File: src/rtl/button_conditioner.sv
// -----------------------------------------------------------------------------
// button_conditioner
//
// Purpose:
//   Conditions N_BTN raw push-button / switch inputs for the game logic. Each
//   channel is synchronised, debounced and edge-detected on CLK. The block
//   produces a clean level, one-cycle press and release pulses, and a
//   press-plus-auto-repeat pulse stream for held buttons.
//
// Build option:
//   BTN_AUTO_REPEAT_EN  - when defined, each channel gets a repeat FSM and a
//                         repeat counter. When undefined, no repeat logic is
//                         built and btn_repeat is identical to btn_press.
//
// Parameters:
//   N_BTN            number of independent channels
//   DEBOUNCE_CYCLES  consecutive stable synchronised samples needed to accept
//                    a level change (>= 1)
//   REPEAT_DELAY     cycles from a press pulse to the first repeat pulse (>= 1)
//   REPEAT_PERIOD    cycles between later repeat pulses (>= 1)
//
// Ports:
//   CLK          in   system clock, all logic on its rising edge
//   reset        in   synchronous active-high reset, wins over btn_raw
//   btn_raw      in   asynchronous raw inputs, active-high
//   btn_level    out  debounced level
//   btn_press    out  one-cycle pulse in the first cycle btn_level is 1
//   btn_release  out  one-cycle pulse in the first cycle btn_level is 0
//   btn_repeat   out  btn_press OR'd with auto-repeat pulses while held
//
// Latency (raw change first sampled at edge E0, raw then stable):
//   the synchronised sample follows after E0+1, the debounce state accepts
//   the change after E0+1+DEBOUNCE_CYCLES and the registered outputs show it
//   after E0+2+DEBOUNCE_CYCLES. All outputs, pulses included, come from
//   flops, so every channel presents level and pulses in the same cycle.
// -----------------------------------------------------------------------------
module button_conditioner #(
    parameter int N_BTN           = 4,
    parameter int DEBOUNCE_CYCLES = 500000,
    parameter int REPEAT_DELAY    = 20000000,
    parameter int REPEAT_PERIOD   = 5000000
) (
    input  logic             CLK,
    input  logic             reset,
    input  logic [N_BTN-1:0] btn_raw,
    output logic [N_BTN-1:0] btn_level,
    output logic [N_BTN-1:0] btn_press,
    output logic [N_BTN-1:0] btn_release,
    output logic [N_BTN-1:0] btn_repeat
);

    // Debounce counter only ever counts up to DEBOUNCE_CYCLES-1.
    localparam int DB_W = $clog2(DEBOUNCE_CYCLES + 1);
    localparam logic [DB_W-1:0] DB_LAST = DB_W'(DEBOUNCE_CYCLES - 1);
    localparam logic [DB_W-1:0] DB_ONE  = DB_W'(1);
    localparam logic [DB_W-1:0] DB_ZERO = {DB_W{1'b0}};

`ifdef BTN_AUTO_REPEAT_EN
    // The repeat counter is shared between the initial delay and the period.
    localparam int RP_MAX = (REPEAT_DELAY > REPEAT_PERIOD) ? REPEAT_DELAY : REPEAT_PERIOD;
    localparam int RP_W   = $clog2(RP_MAX + 1);
    localparam logic [RP_W-1:0] RP_DELAY_LAST  = RP_W'(REPEAT_DELAY - 1);
    localparam logic [RP_W-1:0] RP_PERIOD_LAST = RP_W'(REPEAT_PERIOD - 1);
    localparam logic [RP_W-1:0] RP_ONE         = RP_W'(1);
    localparam logic [RP_W-1:0] RP_ZERO        = {RP_W{1'b0}};

    typedef enum logic [1:0] {
        ST_IDLE   = 2'd0,
        ST_DELAY  = 2'd1,
        ST_REPEAT = 2'd2
    } rp_state_t;
`endif

    genvar g;
    generate
        for (g = 0; g < N_BTN; g++) begin : g_ch
            // Synchroniser stages.
            logic            r_s1;
            logic            r_s2;
            // Accepted (debounced) level and its stability counter.
            logic            r_deb;
            logic [DB_W-1:0] r_db_cnt;
            // Registered outputs for this channel.
            logic            r_level;
            logic            r_press;
            logic            r_release;
            logic            r_repeat;
            // Debounced level differs from what the outputs currently show.
            logic            w_rise;
            logic            w_fall;

            assign w_rise = r_deb & ~r_level;
            assign w_fall = ~r_deb & r_level;

            // Two-flop synchroniser for the asynchronous raw input.
            always_ff @(posedge CLK) begin
                if (reset) begin
                    r_s1 <= 1'b0;
                    r_s2 <= 1'b0;
                end else begin
                    r_s1 <= btn_raw[g];
                    r_s2 <= r_s1;
                end
            end

            // Debounce: accept s2 only after DEBOUNCE_CYCLES consecutive
            // disagreeing samples; any agreeing sample restarts the count.
            always_ff @(posedge CLK) begin
                if (reset) begin
                    r_deb    <= 1'b0;
                    r_db_cnt <= DB_ZERO;
                end else if (r_s2 == r_deb) begin
                    r_db_cnt <= DB_ZERO;
                end else if (r_db_cnt == DB_LAST) begin
                    r_deb    <= r_s2;
                    r_db_cnt <= DB_ZERO;
                end else begin
                    r_db_cnt <= r_db_cnt + DB_ONE;
                end
            end

            // Output level and edge pulses; a pulse is high exactly in the
            // first cycle the registered level shows the new value.
            always_ff @(posedge CLK) begin
                if (reset) begin
                    r_level   <= 1'b0;
                    r_press   <= 1'b0;
                    r_release <= 1'b0;
                end else begin
                    r_level   <= r_deb;
                    r_press   <= w_rise;
                    r_release <= w_fall;
                end
            end

`ifdef BTN_AUTO_REPEAT_EN
            rp_state_t       r_state;
            logic [RP_W-1:0] r_rp_cnt;

            // Auto-repeat FSM. It runs on the debounced level one cycle ahead
            // of the outputs, so its registered pulse lines up with btn_press
            // (press+0) and a fall suppresses any pulse in the release cycle.
            always_ff @(posedge CLK) begin
                if (reset) begin
                    r_state  <= ST_IDLE;
                    r_rp_cnt <= RP_ZERO;
                    r_repeat <= 1'b0;
                end else begin
                    r_repeat <= w_rise;
                    case (r_state)
                        ST_IDLE: begin
                            r_rp_cnt <= RP_ZERO;
                            if (w_rise) begin
                                r_state <= ST_DELAY;
                            end else begin
                                r_state <= ST_IDLE;
                            end
                        end
                        ST_DELAY: begin
                            if (!r_deb) begin
                                r_state  <= ST_IDLE;
                                r_rp_cnt <= RP_ZERO;
                            end else if (r_rp_cnt == RP_DELAY_LAST) begin
                                r_state  <= ST_REPEAT;
                                r_rp_cnt <= RP_ZERO;
                                r_repeat <= 1'b1;
                            end else begin
                                r_rp_cnt <= r_rp_cnt + RP_ONE;
                            end
                        end
                        ST_REPEAT: begin
                            if (!r_deb) begin
                                r_state  <= ST_IDLE;
                                r_rp_cnt <= RP_ZERO;
                            end else if (r_rp_cnt == RP_PERIOD_LAST) begin
                                r_rp_cnt <= RP_ZERO;
                                r_repeat <= 1'b1;
                            end else begin
                                r_rp_cnt <= r_rp_cnt + RP_ONE;
                            end
                        end
                        default: begin
                            r_state  <= ST_IDLE;
                            r_rp_cnt <= RP_ZERO;
                        end
                    endcase
                end
            end
`else
            // Without auto-repeat the repeat output is a copy of the press pulse.
            always_ff @(posedge CLK) begin
                if (reset) begin
                    r_repeat <= 1'b0;
                end else begin
                    r_repeat <= w_rise;
                end
            end
`endif

            assign btn_level[g]   = r_level;
            assign btn_press[g]   = r_press;
            assign btn_release[g] = r_release;
            assign btn_repeat[g]  = r_repeat;
        end
    endgenerate

endmodule

File: config.mk
export PLATFORM = sky130hd
export DESIGN_NAME = button_conditioner
export DESIGN_NICKNAME = d
export VERILOG_FILES = /design/src/rtl/button_conditioner.sv
export SDC_FILE = /design/constraint.sdc
export NUM_CORES = 1
export LEC_CHECK = 0
export ABC_AREA = 1
export BUFFER_PORTS_ARGS = -buffer_cell sky130_fd_sc_hd__buf_4
export CORE_MARGIN = 2
export CORE_UTILIZATION = 45
export DETAILED_ROUTE_END_ITERATION = 8
export GPL_ROUTABILITY_DRIVEN = 1
export PLACE_DENSITY = 0.61
export SYNTH_ARGS = -nofsm -noshare
export SYNTH_HDL_FRONTEND = slang
export SYNTH_SLANG_ARGS = --single-unit
File: constraint.sdc
create_clock -name CLK -period 1.8 [get_ports CLK]
set_clock_uncertainty 0.15 [all_clocks]
set_input_delay 0.36 -clock CLK [delete_from_list [all_inputs] [get_ports CLK]]
set_output_delay 0.36 -clock CLK [all_outputs]
set_load 0.05 [all_outputs]
=== Yosys cells after proc, flatten, opt, wreduce, memory -nomap -nowiden ===
Cells that the tools add are included.

* Equality and inequality tests: 8
* Bitwise gates (word level): 20
* Reductions and logical operators: 8
* $add $sub $neg: 4

{| class="wikitable"
|+ Operators with widths
! kind !! count
|-
| $add 19x1->19 const B || 4
|-
| $eq 19x19->1 const B || 4
|-
| $not 1->1 || 12
|-
| $reduce_or 3->1 || 4
|-
| $and 1x1->1 || 8
|-
| $reduce_and 2->1 || 4
|-
| $eq 1x1->1 || 4
|}

* Input bits: 6
* Bits in registers: 100
* Output and inout port bits: 16
* Word-level logic and storage cells: 68

=== Longest topological paths before layout ===
Gate-level depths: netlist of run 1.

* Word-level depth: 3
* Gate-level depth with buffers: 10
* Mapped depth without buffers: 10

=== Worst setup path before layout of run 1 ===
No wires, ideal clock.

* Kind: reg2reg
* Start: register g_ch[1].r_db_cnt[0]
* End: register g_ch[1].r_db_cnt[14]
* Cell stages (with the launch flop): 8
* Path slack: 0.238 ns
* Period minus slack after synthesis: 1.562 ns
* Setup time: 0.114 ns
* Arrival: 1.298 ns
* Path buffers: 1
* Cells stage by stage: dfxtp_1 -> ha_1 -> nand2_1 -> nor2_4 -> nand2_2 -> o21bai_4 -> buf_6 -> nor2_1

* Word-level cells in the longest chain between the ends: 2

{| class="wikitable"
|+ Ends and longest elaborated chain
! element !! line !! text
|-
| start: declaration || 82 || <nowiki>logic [DB_W-1:0] r_db_cnt;</nowiki>
|-
| start signal: assignment || 118 || <nowiki>r_db_cnt <= r_db_cnt + DB_ONE;</nowiki>
|-
| parallel branches: the longest is 2 deep, another holds $add 19x1->19 || - ||
|}

Several ways; the timed one is not identified.
A chain may end at the register's enable or synchronous reset.

=== Worst setup path in the final report of run 1 ===
* Start: register g_ch[2].r_db_cnt[1]
* End: register g_ch[2].r_db_cnt[9]

* Word-level cells in the longest chain between the ends: 2

{| class="wikitable"
|+ Ends and longest elaborated chain
! element !! line
|-
| start: declaration || 82
|-
| start signal: assignment || 118
|-
| parallel branches: the longest is 2 deep, another holds $add 19x1->19 || -
|}

Several ways; the timed one is not identified.

==> run summary, run 1 <==
DR WL/cell - 10.71 um
Multi-input gate area - 0.002552 mm^2
Normalized max-slew margin - 80.64%
CP Cell Sequence - ha_1, nand2_1, nor2_1, nand3_1, nand2_4, nor2_1
CTS tree - done
Buf/Inv on CP - 0
Core box area - 0.01089 mm^2
Setup Fix Bufs, Post-CTS - 0
Die outline width - 110.0 um
Levels on crit path - 6
Hold Path Depth - 3
Routed WL - 9760 um
Slew Viols, Final - 0
Synthesized area per cell - 6.745 um^2
Tmin final - 1.600 ns
Post-route DRC - 0
Initial Utilization - 46.46%
Clk buf depth - 2
Setup CP Type - flip-flop to flip-flop
WP data arrival - 1.71 ns
Delay-heaviest family, CP - simple AND/OR/NAND/NOR gates
Die area - 0.01211 mm^2
PwrDens - 685.8 mW/mm^2
Vias per cell - 4.706
Cell count of the worst reg-to-reg path - 6
Ports - 22
Total iterations of the first detailed-routing run - 5
R2R Setup Slk - 0.20 ns
CP peak stage delay - 0.38 ns
Detailed-route via count - 4,287
Port Buffers - 21
Sum of negative setup slack - 0 ns
Share of cells above drive strength 1 - 10.64%
Core Util, Final - 50.55%
Worst Hold Path EP - g_ch[0].r_s1$_SDFF_PP0_
Largest net degree at the start of global routing - 21
GRT Residual Overflow - 0
ANT nets after route - 0
Clock slew at reported path FFs - 0.10 ns
Critical-path top delay cell - dfxtp_1
Commonest cells in the synthesized netlist - nand2_1, nor2_1, dfxtp_1
MaxCap Viol Count - 0
Status - finished clean
Register area share after synthesis - 39.57%
H-tree levels - 3
Final HPWL DP - 7337 um
Area share of the largest cell type after synthesis - 39.57%
Power, Total - 3.775 mW
Post-CTS Hold Buffers - 0
Most used cell, CP - nor2_1
Yosys reg bits - 100
Mapped Area - 0.005059 mm^2
FF+latch area - 0.002002 mm^2
Syn Inst Count - 750
Final period util - 88.90%
Die height - 110.0 um
Hold Vio Cnt, Final - 0
Post-synth EDFFs - 0
Post-synthesis cell type count - 29
# clock sinks - 100
Dpl cells - 895
Global-route wire length before repair - 17,030 um
CP max FO - 17
Cell with the most instances after synthesis - nand2_1
Non-Filler Instances - 911
Synth warn - 0
Worst VDD drop - 0.0006453 V
CP startpoint kind - flip-flop
Hold_sp - btn_raw[0]
Req. time, crit path - 1.91 ns
Post-synthesis async set-or-reset flop share - 0%
R2R Path Start - g_ch[2].r_db_cnt[1]$_SDFF_PP0_
Vias in the first global route - 3,939
Clk Tree Root Cell - clkbuf_8
Setup WS pre-CTS - 0.1238 ns
CP endpoint kind - flip-flop
RePlAce Congestion - 0.8999
Final net count - 776
Leak - 1.912 nW
Worst-Skew Late Latency - 0.37 ns
Initial DRC count - 153
Site row count - 38
Least-Margin Pin Slew - 0.2893 ns
Final WS setup - 0.1998 ns
CTS Buf Count - 9
Layout area overhead - 8.805%
Fillers - 1,095
N_diodes - 0
Post-synth top flop - dfxtp_1
HP Class - primary input to flip-flop
R2r endpoint - g_ch[2].r_db_cnt[9]$_SDFF_PP0_
GRT Total Usage - 17.73%
RSZ-0062 raised after global routing - false
Top achievable clock speed - 0.6249 GHz
Leading area contributor after synthesis - dfxtp_1
Setup-failing EPs final - 0
Initial antenna violation count - 0
Largest cells by area after synthesis - dfxtp_1, nand2_1, nor2_1, inv_1, nand3_1
Net Count, Synth - 760
[metal layers]
layer | wire length [um] | global-route usage, % | share of wire [%]
met5 | 0 | 0 | 0
met4 | 104 | 5.515 | 1.1
met3 | 360 | 4.115 | 3.7
met2 | 4556 | 30.15 | 47
met1 | 4739 | 22.23 | 49
[placed cells by master (no fill, tap or decap), types with 18 or more instances in the layout]
| cell | n |
|---|---|
| a21oi_1 | 20 |
| buf_4 | 25 |
| dfxtp_1 | 100 |
| inv_1 | 90 |
| nand2_1 | 182 |
| nand3_1 | 58 |
| nor2_1 | 165 |
| nor2_2 | 18 |
| xor2_1 | 25 |
[where the power goes]
part | internal (mW) | switching, mW
registers | 2.22 | 0.00453
logic | 0.0268 | 0.0400
clock network | 0.693 | 0.789
[cell type report]
class / count / area share, %
clock inverter: 4 / 1.023
tap: 140 / 3.183
multi-input combinational: 536 / 46.37
inverter: 92 / 6.274
clock buffer: 12 / 2.637
sequential: 100 / 36.37
timing repair buffer: 27 / 4.137
[sequential cells by signal (all words and copies together) (netlist names)]
name and count:
g_ch.r_db_cnt 76, g_ch.r_deb 4, g_ch.r_s1 4, g_ch.r_repeat 4
g_ch.r_release 4, g_ch.r_level 4, g_ch.r_s2 4
[worst register-to-register path: stages (launching register included)]
cell	delay (ns)
dfxtp_1	0.38
ha_1	0.29
nand2_1	0.10
nor2_1	0.14
nand3_1	0.16
nand2_4	0.21
nor2_1	0.08
[through the flow]
stage                     area, um^2  hold WS, ns
after floorplan                 5059       0.2383
after global placement          5293       0.2410
after detailed placement        5293       0.2423
after CTS                       5494      0.01080
after global routing            5504      0.02435
final                           5504      0.02777
[logic make-up after synthesis]
family                   count (synthesis)  share of synthesized area [%]
buffers and inverters                  114                          10.17
flip-flops                             100                          39.57
adder cells (fa/ha/maj)                  4                         0.9894
AND/OR/NAND/NOR                        467                          39.65
XOR/XNOR                                33                          5.714
AO/OA/AOI/OAI                           32                          3.908
[how the worst max path moves through the flow]
stage,start,to
CTS,g_ch[2].r_db_cnt[1]$_SDFF_PP0_,g_ch[2].r_db_cnt[9]$_SDFF_PP0_
floorplan,g_ch[1].r_db_cnt[0]$_SDFF_PP0_,g_ch[1].r_db_cnt[14]$_SDFF_PP0_
detailed placement,g_ch[2].r_db_cnt[1]$_SDFF_PP0_,g_ch[2].r_db_cnt[9]$_SDFF_PP0_
finish,g_ch[2].r_db_cnt[1]$_SDFF_PP0_,g_ch[2].r_db_cnt[9]$_SDFF_PP0_
global route,g_ch[3].r_db_cnt[0]$_SDFF_PP0_,g_ch[3].r_db_cnt[16]$_SDFF_PP0_
global placement,g_ch[2].r_db_cnt[1]$_SDFF_PP0_,g_ch[2].r_db_cnt[8]$_SDFF_PP0_
[what timing repair did]
action                                 4_1_cts  5_1_grt
setup endpoints to repair                    0       19
gates resized for setup                      0        3
endpoints found under the hold margin        0        0
No activity file was read; power rests on OpenSTA's default activity.
==> run 2, diff against run 1 <==
--- a/config.mk
+++ b/config.mk
@@ -7,11 +7,14 @@
 export LEC_CHECK = 0
 export ABC_AREA = 1
 export BUFFER_PORTS_ARGS = -buffer_cell sky130_fd_sc_hd__buf_4
+export CAP_MARGIN = 20
 export CORE_MARGIN = 2
 export CORE_UTILIZATION = 45
 export DETAILED_ROUTE_END_ITERATION = 8
 export GPL_ROUTABILITY_DRIVEN = 1
 export PLACE_DENSITY = 0.61
+export REMOVE_ABC_BUFFERS = 1
+export SLEW_MARGIN = 10
 export SYNTH_ARGS = -nofsm -noshare
 export SYNTH_HDL_FRONTEND = slang
 export SYNTH_SLANG_ARGS = --single-unit
==> run summary, run 2 (same netlist as run 1, synthesis figures left out) <==
Layout area overhead - 8.682%
Critical-path top delay cell - dfxtp_1
Req. time, crit path - 1.94 ns
CP max FO - 9
Top reg by flops - g_ch.r_db_cnt
Worst VDD drop - 0.0003514 V
Core box area - 0.01089 mm^2
Top achievable clock speed - 0.6130 GHz
H-tree levels - 3
Detailed-route via count - 4,321
Total iterations of the first detailed-routing run - 4
Clock slew at reported path FFs - 0.10 ns
Vias per cell - 4.728
Least-Margin Pin Slew - 0.2740 ns
CP startpoint kind - flip-flop
Largest register FFs - 76
Setup-failing EPs final - 0
CTS tree - done
Commonest non-fill, non-tap cell in the layout - nand2_1
Leak - 1.905 nW
Die outline width - 110.0 um
Post-CTS Hold Buffers - 0
R2R Path Start - g_ch[0].r_db_cnt[0]$_SDFF_PP0_
CTS Buf Count - 9
Die height - 110.0 um
DR WL/cell - 10.69 um
Final WS setup - 0.1686 ns
Buf/Inv on CP - 2
MaxCap Viol Count - 0
Clk buf depth - 2
WP data arrival - 1.77 ns
PwrDens - 664.5 mW/mm^2
Hold Path Depth - 3
Final HPWL DP - 7490 um
Largest net degree at the start of global routing - 21
R2r endpoint - g_ch[0].r_db_cnt[18]$_SDFF_PP0_
Hold_sp - btn_raw[3]
CP peak stage delay - 0.39 ns
Status - finished clean
Cell count of the worst reg-to-reg path - 7
Sum of negative setup slack - 0 ns
Setup CP Type - flip-flop to flip-flop
Routed WL - 9767 um
Ports - 22
CP Cell Sequence - ha_1, inv_1, nor2_4, nand2_2, o21bai_4, buf_4, a21oi_1
GRT Total Usage - 17.86%
RSZ-0062 raised after global routing - false
Worst Hold Path EP - g_ch[3].r_s1$_SDFF_PP0_
Most frequent cells in the layout - nand2_1, nor2_1, dfxtp_1, inv_1, nand3_1
GRT Residual Overflow - 0
GR Util met2 - 29.97%
HP Class - primary input to flip-flop
Slew Viols, Final - 0
RePlAce Congestion - 0.8974
CP endpoint kind - flip-flop
Delay-heaviest family, CP - flip-flops
N_diodes - 0
Met1 Track Usage GR - 22.28%
Dpl cell area - 0.005303 mm^2
Setup WS pre-CTS - 0.1202 ns
GRT busiest layer - met2
Tmin final - 1.631 ns
Final net count - 779
Share of cells above drive strength 1 - 11.24%
Die area - 0.01211 mm^2
Global-route wire length before repair - 17,130 um
Site row count - 38
Post-route DRC - 0
Hold Vio Cnt, Final - 0
Vias in the first global route - 4,017
# clock sinks - 100
Worst-Skew Late Latency - 0.39 ns
Initial antenna violation count - 0
R2R Setup Slk - 0.17 ns
Initial Utilization - 46.46%
Final instance area - 0.005498 mm^2
Port Buffers - 21
Grt met3 use - 2.881%
Normalized max-slew margin - 81.67%
Clk Tree Root Cell - clkbuf_8
Initial DRC count - 139
Final period util - 90.63%
ANT nets after route - 0
-- run 2: changes by cell type in the layout (fill, tap and decap cells not counted), sizes merged --
cell,before,now
buf,27,30
bufinv,1,0
clkbuf,12,9
clkinvlp,0,2
inv,93,95
-- run 2: layer usage --
metal	up-vias	wire, um
li1	2333	-
met1	1936	4754
met2	40	4557
met3	12	258
met4	0	196
met5	-	0
-- run 2: final cells by class --
| class | count | area [um^2] |
|---|---|---|
| fillers | 1126 | 5390 |
| multi-input cells | 536 | 2555 |
| flip-flops and latches | 100 | 2002 |
| inverters | 92 | 345.3 |
| repair buffers | 30 | 237.7 |
| well taps | 140 | 175.2 |
| clock buffers | 9 | 123.9 |
| clock inverters | 7 | 58.81 |
-- run 2: power by group --
part           leakage [nW]  internal, mW  switching [mW]
Clock                0.0868         0.521           0.836
Combinational          1.01        0.0274          0.0421
Sequential            0.807          2.22         0.00483
Total                  1.91          2.77           0.883
-- run 2: metrics by stage --
stage	util [%]	hold WS, ns	cells	power (mW)
after CTS	50.38	0.0005640	914	3.722
after detailed placement	48.70	0.2452	898	2.348
after floorplan	-	0.2383	728	2.311
after global routing	50.49	0.01294	914	3.804
final	50.49	0.01806	914	3.653
after global placement	48.70	0.2392	898	2.346
-- run 2: worst max path at each step --
stage / from / slack (ns) / cells past startpoint / end
3_3_place_gp: g_ch[2].r_db_cnt[1]$_SDFF_PP0_ / 0.16 / 6 / g_ch[2].r_db_cnt[12]$_SDFF_PP0_
3_5_place_dp: g_ch[2].r_db_cnt[1]$_SDFF_PP0_ / 0.12 / 6 / g_ch[2].r_db_cnt[9]$_SDFF_PP0_
5_1_grt: g_ch[3].r_db_cnt[0]$_SDFF_PP0_ / 0.01 / 10 / g_ch[3].r_db_cnt[16]$_SDFF_PP0_
2_1_floorplan: g_ch[0].r_db_cnt[0]$_SDFF_PP0_ / 0.21 / 6 / g_ch[0].r_db_cnt[11]$_SDFF_PP0_
4_1_cts: g_ch[2].r_db_cnt[1]$_SDFF_PP0_ / 0.11 / 6 / g_ch[2].r_db_cnt[9]$_SDFF_PP0_
6_report: g_ch[0].r_db_cnt[0]$_SDFF_PP0_ / 0.17 / 7 / g_ch[0].r_db_cnt[18]$_SDFF_PP0_
-- run 2: repair_timing --
item                       CTS  global route
setup endpoints to repair    0            18
resized for setup            0             3
buffers inserted             0             0
-- run 2: tightest hold or removal path: stages --
cell	delay, ns
buf_4	0.08
inv_1	0.03
nor2_1	0.06
